===== src/rtl/ldpc_syndrome_ctrl.sv =====
// Iteration controller for the LDPC decoder: computes the parity syndrome of each
// hard-decision vector, decides early termination / MAX_ITER stop, and emits the frame.
module ldpc_syndrome_ctrl #(
    parameter int N        = 10,
    parameter int M        = 5,
    // Row m occupies bits [m*N +: N]; rows 0..4 are {0,1,2,3},{0,4,5,6},{1,4,7,8},{2,5,7,9},{3,6,8,9}
    parameter logic [M*N-1:0] H = {10'b1101001000, 10'b1010100100, 10'b0110010010,
                                   10'b0001110001, 10'b0000001111},
    parameter int MAX_ITER = 10,
    parameter int ITER_W   = 4
) (
    input  logic              clk,
    input  logic              rst_n,
    input  logic              start,
    input  logic              iter_valid,
    input  logic [N-1:0]      corrected_seq,
    output logic              decoder_en,
    output logic [M-1:0]      syndrome,
    output logic              busy,
    output logic              out_valid,
    input  logic              out_ready,
    output logic [N-1:0]      out_data,
    output logic              out_converged,
    output logic [ITER_W-1:0] out_iters,
    output logic [1:0]        state_o
);

    typedef enum logic [1:0] {
        IDLE  = 2'd0,
        RUN   = 2'd1,
        CHECK = 2'd2,
        OUT   = 2'd3
    } state_e;

    state_e              state_q, state_d;
    logic [ITER_W-1:0]   iter_cnt_q, iter_cnt_d;
    logic [N-1:0]        seq_q, seq_d;
    logic [M-1:0]        syndrome_q, syndrome_d;
    logic                dec_en_q, dec_en_d;
    logic                busy_q, busy_d;
    logic                out_valid_q, out_valid_d;
    logic [N-1:0]        out_data_q, out_data_d;
    logic                out_conv_q, out_conv_d;
    logic [ITER_W-1:0]   out_iters_q, out_iters_d;
    logic [M-1:0]        syndrome_calc;

    function automatic logic [M-1:0] calc_syndrome(input logic [N-1:0] seq);
        logic [M-1:0] s;
        s = '0;
        for (int m = 0; m < M; m++) begin
            s[m] = ^(H[m*N +: N] & seq);
        end
        return s;
    endfunction

    assign syndrome_calc = calc_syndrome(corrected_seq);

    // Output handshake: the frame transfers on the first rising edge where out_valid
    // and out_ready are both high; until then out_valid and the frame fields hold steady.
    always_comb begin
        state_d     = state_q;
        iter_cnt_d  = iter_cnt_q;
        seq_d       = seq_q;
        syndrome_d  = syndrome_q;
        dec_en_d    = dec_en_q;
        out_valid_d = out_valid_q;
        out_data_d  = out_data_q;
        out_conv_d  = out_conv_q;
        out_iters_d = out_iters_q;
        case (state_q)
            IDLE: begin
                if (start) begin
                    state_d    = RUN;
                    iter_cnt_d = '0;
                    dec_en_d   = 1'b1;
                end
            end
            RUN: begin
                if (iter_valid) begin
                    state_d    = CHECK;
                    seq_d      = corrected_seq;
                    syndrome_d = syndrome_calc;
                    iter_cnt_d = iter_cnt_q + 1'b1;
                    dec_en_d   = 1'b0;
                end
            end
            CHECK: begin
                if (syndrome_q == '0 || iter_cnt_q == ITER_W'(MAX_ITER)) begin
                    state_d     = OUT;
                    out_conv_d  = (syndrome_q == '0);
                    out_data_d  = seq_q;
                    out_iters_d = iter_cnt_q;
                    out_valid_d = 1'b1;
                end else begin
                    state_d  = RUN;
                    dec_en_d = 1'b1;
                end
            end
            OUT: begin
                if (out_ready) begin
                    state_d     = IDLE;
                    out_valid_d = 1'b0;
                end
            end
            default: state_d = IDLE;
        endcase
        busy_d = (state_d != IDLE);
    end

    always_ff @(posedge clk or negedge rst_n) begin
        if (!rst_n) begin
            state_q     <= IDLE;
            iter_cnt_q  <= '0;
            seq_q       <= '0;
            syndrome_q  <= '0;
            dec_en_q    <= 1'b0;
            busy_q      <= 1'b0;
            out_valid_q <= 1'b0;
            out_data_q  <= '0;
            out_conv_q  <= 1'b0;
            out_iters_q <= '0;
        end else begin
            state_q     <= state_d;
            iter_cnt_q  <= iter_cnt_d;
            seq_q       <= seq_d;
            syndrome_q  <= syndrome_d;
            dec_en_q    <= dec_en_d;
            busy_q      <= busy_d;
            out_valid_q <= out_valid_d;
            out_data_q  <= out_data_d;
            out_conv_q  <= out_conv_d;
            out_iters_q <= out_iters_d;
        end
    end

    assign decoder_en    = dec_en_q;
    assign syndrome      = syndrome_q;
    assign busy          = busy_q;
    assign out_valid     = out_valid_q;
    assign out_data      = out_data_q;
    assign out_converged = out_conv_q;
    assign out_iters     = out_iters_q;
    assign state_o       = state_q;

endmodule

===== config.mk =====
export PLATFORM = sky130hd
export DESIGN_NAME = ldpc_syndrome_ctrl
export DESIGN_NICKNAME = d
export VERILOG_FILES = /design/src/rtl/ldpc_syndrome_ctrl.sv
export SDC_FILE = /design/constraint.sdc
export NUM_CORES = 1
export LEC_CHECK = 0
export CAP_MARGIN = 20
export CORE_UTILIZATION = 44
export CTS_CLUSTER_SIZE = 14
export DETAILED_ROUTE_END_ITERATION = 10
export PLACE_DENSITY_LB_ADDON = 0.05
export SLEW_MARGIN = 20
export SYNTH_ARGS = -nofsm -noshare
export SYNTH_HDL_FRONTEND = slang
export SYNTH_SLANG_ARGS = --single-unit

===== constraint.sdc =====
create_clock -name clk -period 1.7 [get_ports clk]
set_clock_uncertainty 0.15 [all_clocks]
set_input_delay 0.34 -clock clk [delete_from_list [all_inputs] [get_ports clk]]
set_output_delay 0.34 -clock clk [all_outputs]
set_load 0.02 [all_outputs]

# After elaboration in Yosys (flattened, before gate mapping)
# Index checks and enable logic that the tools add are counted.
# classes
muxes	15
add_sub_neg	1
reduce_logical	17
eq_ne	9
# ops
op	n
$reduce_xor 10->1	5
$ne 2x2->1 const B	5
$mux 2	4
$mux 4	2
$pmux 2 s4	1
$pmux 4 s2	1
$reduce_and 3->1	2
$reduce_bool 2->1	3
$logic_not 5->1	1
$mux 1	5
$add 4x1->4 const B	1
$eq 2x2->1 const B	2
$eq 4x4->1 const B	1
$reduce_and 2->1	2
$reduce_and 4->1	1
$pmux 1 s3	1
$reduce_bool 3->1	1
$eq 2x1->1 const B	1
$logic_not 2->1	1
$pmux 1 s2	1
$logic_or 1x1->1	1
# word_totals
output_inout_bits	25
wordCells	52
register_bits	39

# Depth between registers and ports, before layout
# Gate-level depths: netlist of the first run.
# logic_depth
depth_word	5
ltp_mapped	7

# Least setup slack after synthesis of the first run
# Ideal clock, no wire load.
# synth_timing
kind	reg-to-reg
startpoint	reg iter_cnt_q[0]
endpoint	reg out_data_q[5], in the netlist out_data[5]
path_slack_ns	-0.163
stages_incl_launch_ff	8
arrival_time_ns	1.588
setup_time_ns	0.125
period_less_slack_ns	1.863
required_time_ns	1.425
n_path_buf	1
path_cell_list	dfrtp_1 inv_1 ha_1 nand2_1 nor4_4 a21oi_2 buf_6 mux2_4
# synth_between
elab_chain_cells	3
# synth_lines
element	line_no	rtl
start, declared	36	logic [ITER_W-1:0] iter_cnt_q, iter_cnt_d;
start signal, assigned	124	iter_cnt_q <= iter_cnt_d;
$eq 4x4->1	88	if (syndrome_q == '0 || iter_cnt_q == ITER_W'(MAX_ITER)) begin
$logic_or 1x1->1	88	
$reduce_and 2->1 (no source line)	--	
end signal, assigned	130	out_data_q <= out_data_d;
end, declared	42	logic [N-1:0] out_data_q, out_data_d;
# No other way between the ends.
# A chain may end at the register's enable or synchronous reset.

# Worst setup path after layout of the first run
# layout_timing
startpoint	reg iter_cnt_q[0]
endpoint	reg out_data_q[6], in the netlist out_data[6]
# Same word-level chain as after synthesis.

==> metrics.txt, run 1 <==
status=complete, but fails checks; failing checks=setup timing; min-delay worst type=input port to asynchronous set/reset pin; area grow syn2layout=41.4%; Worst Path Required=1720 ps; switching part of the total power=37.1%; vias in the first global route=1236; Max H-tree Level=2; RR Startpoint=iter_cnt_q[0]; largest area contributor in the netlist=dfrtp_1; first-pass GRT wire length=5.75 mm; Slew Limit Fails=0; clock transition at the registers of the reported paths=70 ps; commonest non-fill, non-tap cell in the layout=dfrtp_1; Max rail drop VDD=0.832 mV; CTS tree=built; largest cells by area after synthesis=dfrtp_1 (56%), mux2_2 (12%), xnor2_1 (8.1%), mux2_4 (4.3%), o21ai_0 (2.9%); P_int=2.62 mW; syn nets=154; port bufs=39; Placer Congestion=0.837; initial core utilization=46.6%; highest clock rate=0.585 GHz; Avg WL per Cell=14.6 µm; endpoint class of the critical path=flop; fin nets=216; worst-path maximum fanout=9; n_diodes=0; routed wire length=3.63 mm; Mapped Cells=137; final setup fails=5; die area=4190 µm²; drt via density=4.93; Crit Path Category=flop to flop; area of the core=3720 µm²; # rows=22; Tmin final=1710 ps; register area share after synthesis=56.4%; fin crit share=101%; post-layout util=65.9%; Comb power frac=46.5%; Leakage=1.19 nW; Inserted Clock Buffers=5; CP arrival=1730 ps; flops & latches, synth=39; DR pass1 iterations=6; sequential cell area=978 µm²; Sink Count=39; Iter 0 DRT Violations=45; GRT Overall Usage=18.8%; initial antenna violation count=0; yosys warns=0; clk_lat worst skew=280 ps; die height=64.7 µm; Sequential Power Share=39.3%; grt ovf=0; relative slew slack=75.5%; synthesized area per cell=12.6 µm²; vias after detailed routing=1222; chip width=64.7 µm; clk buf depth=2; RSZ-0062 raised after global routing=true; r2r worst-path depth=7; area of the multi-input gates=739 µm²; DP Wirelength=2.57 mm; share of Yosys cell area claimed by the top area cell type=56.4%; most frequent cells in the layout=dfrtp_1 (37), dlygate4sd2_1 (23), mux2_2 (18); Worst setup endpoint=out_data[6]; synthesized cell area=1730 µm²; Clock Power Share=14.2%; I/O pins=40; post-route worst setup slack=-9.98 ps; max-cap violations=0; Worst R2R End=out_data[6]; Worst R2R Setup Slack=-10 ps; share of post-route cells with drive strength above 1=29.0%; power density cells=1700 nW/µm²; worst-margin pin slew=363 ps; post-route DRC violation count=0; Hold Violations, Final=0; pin count of the biggest net entering global routing=23; root buffer cell=clkbuf_8; filler instances=318; Total Power=4.17 mW; CP Launch Point=iter_cnt_q[0]; number of library cell types mapped by synthesis=24; post-route ant nets=0; critical path startpoint category=flop; switching pwr=1.55 mW
## power groups by stage
stage | Sequential (mW) | Clock (mW) | Combinational (mW)
after floorplan | 1.96 | 0 | 0.788
after global placement | 1.62 | 0 | 2.03
after detailed placement | 1.65 | 0 | 2.06
after CTS | 1.63 | 0.614 | 1.89
after global routing | 1.69 | 0.650 | 2.10
final | 1.64 | 0.590 | 1.94
## sequential cells by signal (all words and copies together), names as in the netlist
| signal | cells |
|---|---|
| out_data | 10 |
| out_converged | 1 |
| iter_cnt_q | 4 |
| state_o | 2 |
| out_iters | 4 |
| out_valid | 1 |
| decoder_en | 1 |
| busy | 1 |
| seq_q | 10 |
| syndrome | 5 |
## timing repair
| item | 4_1_cts | 5_1_grt |
|---|---|---|
| cloned | 0 | 2 |
| endpoints found under the hold margin | 13 | 0 |
| setup buffers | 1 | 3 |
| hold buffers | 1 | 0 |
| setup endpoints to repair | 37 | 16 |
| resized for setup | 25 | 6 |
| pin swaps | 0 | 0 |
## metrics by stage
step / area, µm² / cells / hold WS (ps) / setup slack, ps / TNS (ps)
2_1_floorplan: 1750 / 137 / -106 / -56.1 / -280
3_3_place_gp: 2290 / 233 / 99.7 / -5.13 / -5.13
3_5_place_dp: 2290 / 233 / 111 / -58.8 / -460
4_1_cts: 2370 / 243 / 331 / -19.9 / -94.6
5_1_grt: 2450 / 248 / 354 / -78.7 / -746
6_report: 2450 / 248 / 330 / -9.98 / -22.6
## how the worst min path moves through the flow
stage                     slack [ps]       endpoint  cells past startpoint   from
after CTS                        330  iter_cnt_q[3]                      2  rst_n
after global placement           100  iter_cnt_q[3]                      1  rst_n
after detailed placement         110  iter_cnt_q[2]                      1  rst_n
after global routing             350     decoder_en                      2  rst_n
after floorplan                 -110           busy                      0  rst_n
final                            330   out_iters[3]                      2  rst_n
## routing by layer
metal | wire length (µm) | vias to the layer above | global-route usage (%)
li1 | - | 588 | -
met1 | 1640 | 586 | 23.9
met2 | 1760 | 36 | 29.4
met3 | 121 | 12 | 3.35
met4 | 107 | 0 | 11.7
met5 | 0 | - | 0
## critical path, stage by stage (launching register included)
cell and delay, ps:
dfrtp_1 390, inv_2 90, ha_4 140, nand2_4 50
nor4_4 220, a21oi_4 90, buf_12 170, mux2_4 290
## area by class of cell
type	instances	share of cell area [%]
flip-flops and latches	39	40.0
multi-input cells	87	30.2
repair buffers	59	22.8
clock buffers	6	2.97
well taps	48	2.45
inverters	7	1.07
clock inverters	2	0.511
## cells in the mapped netlist
library cell,count
buf_6,1
ha_1,2
inv_1,7
mux2i_1,1
buf_2,2
nor4b_2,1
nand3b_1,1
clkbuf_1,1
o22ai_1,1
a22o_1,3
a21oi_2,1
o21ai_0,10
nor2_1,5
a21oi_1,3
nor4_4,1
mux2_4,5
xnor2_1,16
nand2b_1,1
nand3_1,2
dfrtp_1,39
nand2_1,13
mux2_2,18
a31oi_1,1
nor3_1,2
## kinds of logic after synthesis
logic type | count (synthesis) | share of synthesized area, %
AOI/OAI and AO/OA | 19 | 6.51
adders and majority gates | 2 | 1.45
xor gates and xnor gates | 16 | 8.10
muxes | 24 | 16.6
buffers and inverters | 11 | 2.96
and+or+nand+nor | 26 | 7.95
DFF | 39 | 56.4
No activity file was read; power rests on OpenSTA's default activity.
==> run 2: changes to the inputs <==
--- a/config.mk
+++ b/config.mk
@@ -6,7 +6,8 @@
 export NUM_CORES = 1
 export LEC_CHECK = 0
 export CAP_MARGIN = 20
-export CORE_UTILIZATION = 44
+export CORE_UTILIZATION = 46
+export CTS_BUF_LIST = sky130_fd_sc_hd__clkbuf_2 sky130_fd_sc_hd__clkbuf_4 sky130_fd_sc_hd__clkbuf_8
 export CTS_CLUSTER_SIZE = 14
 export DETAILED_ROUTE_END_ITERATION = 10
 export PLACE_DENSITY_LB_ADDON = 0.05
==> run 2 against run 1 <==
Hold slack better by 19 ps. Fmax is 1.8% higher. Final area is 1.1% lower. Count of clock-buffer cells in the layout is 2 higher. Combinational power hardly changed. Die area is 4.2% lower. Wire length is 1.6% lower. Non-clock buffer count is 4 lower. Setup slack better by 30 ps. Critical endpoint unchanged. The flow now finishes without violations. Critical path type unchanged. Final cell count is 2.4% lower. Via count is 0.25% higher. Core utilization is 3.9 points higher.
==> metrics.txt, run 2 (synthesized netlist as in run 1, its figures left out) <==
fin crit share=98.8% (-1.8 points); post-layout util=69.8% (+3.9 points); Max H-tree Level=2 (unchanged); Hold Violations, Final=0 (unchanged); clock transition at the registers of the reported paths=80 ps (about the same); area of the core=3470 µm² (-6.7%); Hold Crit Depth=2; worst-margin pin slew=423 ps (+59.8 ps); initial core utilization=49.9% (+3.3 points); WL met1=1.49 mm (-9.3%); pin count of the biggest net entering global routing=24 (+4.3%); relative slew slack=71.8% (-3.7 points); max-cap violations=0 (unchanged); DR pass1 iterations=4 (-2); root buffer cell=clkbuf_8; Leakage=1.17 nW (-1.5%); Worst Path Required=1720 ps (about the same); Sink Count=39 (unchanged); routed wire length=3.57 mm (-1.6%); power density cells=1770 nW/µm² (+3.8%); Hold Path Sink=syndrome[3]; max layer used=met4; post-route worst setup slack=20.0 ps (+30.0 ps); die area=4010 µm² (-4.2%); Fin Setup TNS=0 ps (+22.6 ps); RR Startpoint=iter_cnt_q[0]; final setup fails=0 (-5); clk buf depth=2 (unchanged); highest clock rate=0.595 GHz (+1.8%); grt ovf=0 (unchanged); Total Power=4.28 mW (+2.7%); DP Wirelength=2.57 mm (about the same); cell area after placement=2300 µm² (+0.44%); drt via density=5.06 (+2.7%); port bufs=39 (unchanged); placed insts=231 (-0.86%); Fin Hold WS=349 ps (+19.4 ps); post-route ant nets=0 (unchanged); min-delay worst type=flop to flop; Crit Path Category=flop to flop; vias after detailed routing=1225 (+0.25%); Max rail drop VDD=0.879 mV (+5.6%); Placer Congestion=0.861 (+2.8%); Slew Limit Fails=0 (unchanged); first-pass GRT wire length=5.90 mm (+2.6%); critical path startpoint category=flop; Tmin final=1680 ps (-30.0 ps); worst-path maximum fanout=16 (+7); slowest CP cell=dfrtp_1; CP max stage delay=390 ps (about the same); share of post-route cells with drive strength above 1=28.1% (-0.94 points); commonest non-fill, non-tap cell in the layout=dfrtp_1; I/O pins=40 (unchanged); Cell Chain, Critical Path=inv_2 -> ha_4 -> nand2_4 -> nor4_4 -> a21oi_4 -> buf_12 -> mux2_4; Inserted Clock Buffers=5 (unchanged); die height=63.3 µm (-2.1%); Iter 0 DRT Violations=58 (+29%); Final Instance Area=2420 µm² (-1.1%); fin nets=212 (-1.9%); vias in the first global route=1234 (-0.16%); area grow syn2layout=39.8%; endpoint class of the critical path=flop; Avg WL per Cell=14.7 µm (+0.87%); status=complete, no violations; Non-Filler Instances=242 (-2.4%); n_diodes=0 (unchanged); CP arrival=1700 ps (-30 ps); RSZ-0062 raised after global routing=true; Met3 Wirelength=153 µm (+26%); worst slack, placed=-21.2 ps (+37.6 ps); initial antenna violation count=0 (unchanged); Worst R2R Setup Slack=20 ps (+30 ps); Worst R2R End=out_data[6]; CTS tree=built; most frequent cells in the layout=dfrtp_1 (37), dlygate4sd2_1 (25), mux2_2 (18); r2r worst-path depth=7 (unchanged); post-route DRC violation count=0 (unchanged); met2 WL=1.89 mm (+7.2%); # rows=21 (-4.5%); clk_lat worst skew=290 ps (about the same); chip width=63.3 µm (-2.1%); GRT Overall Usage=19.8% (+0.97 points); HP Start=syndrome[3]
[run 2: how the worst max path moves through the flow]
stage / slack [ps] / from / to / depth (start not counted)
2_1_floorplan: -60 / state_o[0] / out_data[5] / 5
5_1_grt: -40 / iter_cnt_q[0] / out_data[6] / 7
3_5_place_dp: -20 / state_o[0] / out_data[6] / 4
3_3_place_gp: 2 / iter_valid / iter_cnt_q[3] / 6
4_1_cts: 10 / iter_cnt_q[0] / out_data[6] / 7
6_report: 20 / iter_cnt_q[0] / out_data[6] / 7
[run 2: critical path: cells and delay by family (launching register included)]
| family | cells | cell delay, ps |
|---|---|---|
| adders and majority gates | 1 | 150 |
| buffers and inverters | 2 | 250 |
| and+or+nand+nor | 2 | 250 |
| muxes | 1 | 300 |
| DFF | 1 | 390 |
| AOI/OAI and AO/OA | 1 | 60 |
[run 2: final cells by class]
type	count	area [µm²]
inverters	7	26.3
flip-flops and latches	39	978
clock buffers	8	104
fillers	281	1050
well taps	46	57.6
repair buffers	55	514
multi-input cells	87	739
[run 2: what timing repair did]
action	CTS	global route
hold endpoints to repair	16	0
hold buffers	1	0
buffers inserted	0	2
endpoints found under the setup margin	36	13
gates resized for setup	29	1
[run 2: where the power goes]
part | switching [mW] | leakage, nW | internal [mW]
clock network | 0.308 | 0.0549 | 0.386
logic | 0.978 | 0.636 | 0.962
registers | 0.278 | 0.482 | 1.36
total | 1.56 | 1.17 | 2.71
[run 2: metal layers]
metal | vias up | GRT usage (%)
li1 | 581 | -
met5 | - | 0
met2 | 35 | 33.8
met4 | 0 | 9.66
met1 | 603 | 23.2
met3 | 6 | 4.35
==> run 3: changes to the inputs <==
--- a/config.mk
+++ b/config.mk
@@ -11,7 +11,6 @@
 export CTS_CLUSTER_SIZE = 14
 export DETAILED_ROUTE_END_ITERATION = 10
 export PLACE_DENSITY_LB_ADDON = 0.05
-export SLEW_MARGIN = 20
 export SYNTH_ARGS = -nofsm -noshare
 export SYNTH_HDL_FRONTEND = slang
 export SYNTH_SLANG_ARGS = --single-unit
==> results of run 3 <==
No change in the layout: final DEF, timing and power equal those of run 2.
==> edit, RTL diff (flow settings as in run 1) <==
`N`: 10 -> 11.
--- a/src/rtl/ldpc_syndrome_ctrl.sv
+++ b/src/rtl/ldpc_syndrome_ctrl.sv
@@ -2,5 +2,5 @@
 // hard-decision vector, decides early termination / MAX_ITER stop, and emits the frame.
 module ldpc_syndrome_ctrl #(
-    parameter int N        = 10,
+    parameter int N        = 11,
     parameter int M        = 5,
     // Row m occupies bits [m*N +: N]; rows 0..4 are {0,1,2,3},{0,4,5,6},{1,4,7,8},{2,5,7,9},{3,6,8,9}
Ports: changed (resized corrected_seq and out_data); port bits go from 40 to 42. The function was not compared with the original's and may differ.
==> edit against run 1 <==
- synthesized area increased by 5.4%
- sequential power rose by 5%
- wire length down 0.41%
- design area rose by 3.1%
- first-iteration DRC count is 24% lower
- worst setup slack gained 0.043 ns
- sequential cell count up 2
- critical path depth is 2 lower
- synthesized cell count grew 3.6%
- power increased by 6.9%
- largest cell class unchanged
- largest power group unchanged
==> edit: results (changes against run 1) <==
| Metric | Value |
|---|---|
| Outcome | finished, final reports clean (was complete, but fails checks) |
| Worst-Margin Slew | 0.3581 ns (was 0.3630 ns) |
| Placer Congestion | 0.9282 (was 0.8372) |
| Crit-path slowest cell | clkdlybuf4s50_1 (was dfrtp_1) |
| Static Leak | 1.269 nW (was 1.190 nW) |
| Crit-path max FO | 3 (was 9) |
| Overall routing resource usage | 19.30% (was 18.78%) |
| Setup WS pre-CTS | -0.2545 ns (was -0.05880 ns) |
| Clock group | 0.804 mW (was 0.590 mW) |
| NetSw | 1.555 mW (was 1.546 mW) |
| Vias in the first global route | 1285 (was 1236) |
| Flop-to-flop setup slack | 0.07 ns (was -0.01 ns) |
| Starting DRC count in detailed routing | 34 (was 45) |
| Via density | 4.907 (was 4.927) |
| CP peak stage delay | 0.53 ns (was 0.39 ns) |
| Top cells by count, synth | 41 x dfrtp_1, 18 x mux2_2, 11 x nand2_1 (was 39 x dfrtp_1, 18 x mux2_2, 16 x xnor2_1) |
| Worst r2r path cells | 4 (was 7) |
| Post-Place Cell Area | 2401 um2 (was 2286 um2) |
| Final wirelength | 3.611 mm (was 3.626 mm) |
| Nets | 225 (was 216) |
| Largest net degree at the start of global routing | 20 (was 23) |
| Crit path kind | input pin to flop (was flop to flop) |
| DRT Pass-1 Iters | 4 (was 6) |
| Synth top area share | 56.28% (was 56.40%) |
| Worst ir drop on vdd | 0.0009340 V (was 0.0008322 V) |
| Top post-synthesis cells by area | dfrtp_1 56%, mux2_2 11%, mux2_4 4.1% (was dfrtp_1 56%, mux2_2 12%, xnor2_1 8.1%) |
| Mapped Nets | 160 (was 154) |
| DP HPWL | 2.678 mm (was 2.568 mm) |
| IO Port Bufs | 41 (was 39) |
| Sequential-to-total area share from yosys stat | 56.28% (was 56.40%) |
| Period utilization | 98.04% (was 100.6%) |
| Reg2Reg Capture Point | iter_cnt_q[3] (was out_data[6]) |
| Worst R2R Start | state_o[1] (was iter_cnt_q[0]) |
| First-pass GRT wire length | 6.189 mm (was 5.747 mm) |
[edit: cell types whose count changed after synthesis, moves of 2 or more]
| cell | run 1 | this run |
|---|---|---|
| inv_1 | 7 | 4 |
| or2_2 | 0 | 2 |
| nand2_1 | 13 | 11 |
| dfrtp_1 | 39 | 41 |
| xnor2_1 | 16 | 6 |
| nand3_1 | 2 | 5 |
| xor2_1 | 0 | 5 |
[edit: timing repair]
item,CTS,global route
cloned,0,1
hold buffers,1,0
pin swaps,1,1
setup buffers,1,1
resized for setup,26,1
hold endpoints to repair,15,0
setup endpoints to repair,33,8
[edit: final cells by class]
type	count	area, um2
Multi-Input combinational cell	91	739.5
Clock inverter	1	30.03
Inverter	4	15.01
Sequential cell	41	1028
Tap cell	50	62.56
Timing Repair Buffer	64	560.5
Clock buffer	7	86.33
Fill cell	335	1478
[edit: metal layers]
| metal | GRT usage, % | part of all wire, % | vias to the layer above |
|---|---|---|---|
| met1 | 24.23 | 45 | 615 |
| met3 | 5.172 | 3.4 | 5 |
| met4 | 7.181 | 1.6 | 0 |
| met5 | 0 | 0 | - |
| met2 | 31.63 | 50 | 30 |
| li1 | - | - | 616 |
[edit: metrics by stage]
| step | cells | hold WS (ns) |
|---|---|---|
| after global placement | 246 | 0.1174 |
| after floorplan | 142 | -0.1056 |
| after CTS | 256 | 0.3349 |
| final | 258 | 0.3287 |
| after detailed placement | 246 | 0.1242 |
| after global routing | 258 | 0.3619 |
[edit: cells by family after synthesis]
kind of cell    synth area share, %
fa+ha+maj                     1.372
buf+inv                       4.324
compound gates                6.383
flops                         56.28
simple gates                  10.57
xor+xnor                      5.285
mux                           15.79
[edit: worst reg2reg max path, stage by stage (launching register included)]
cell and delay (ns):
dfrtp_2 0.45, nand2b_4 0.15, or2_1 0.29, or3_1 0.33, a22oi_1 0.17
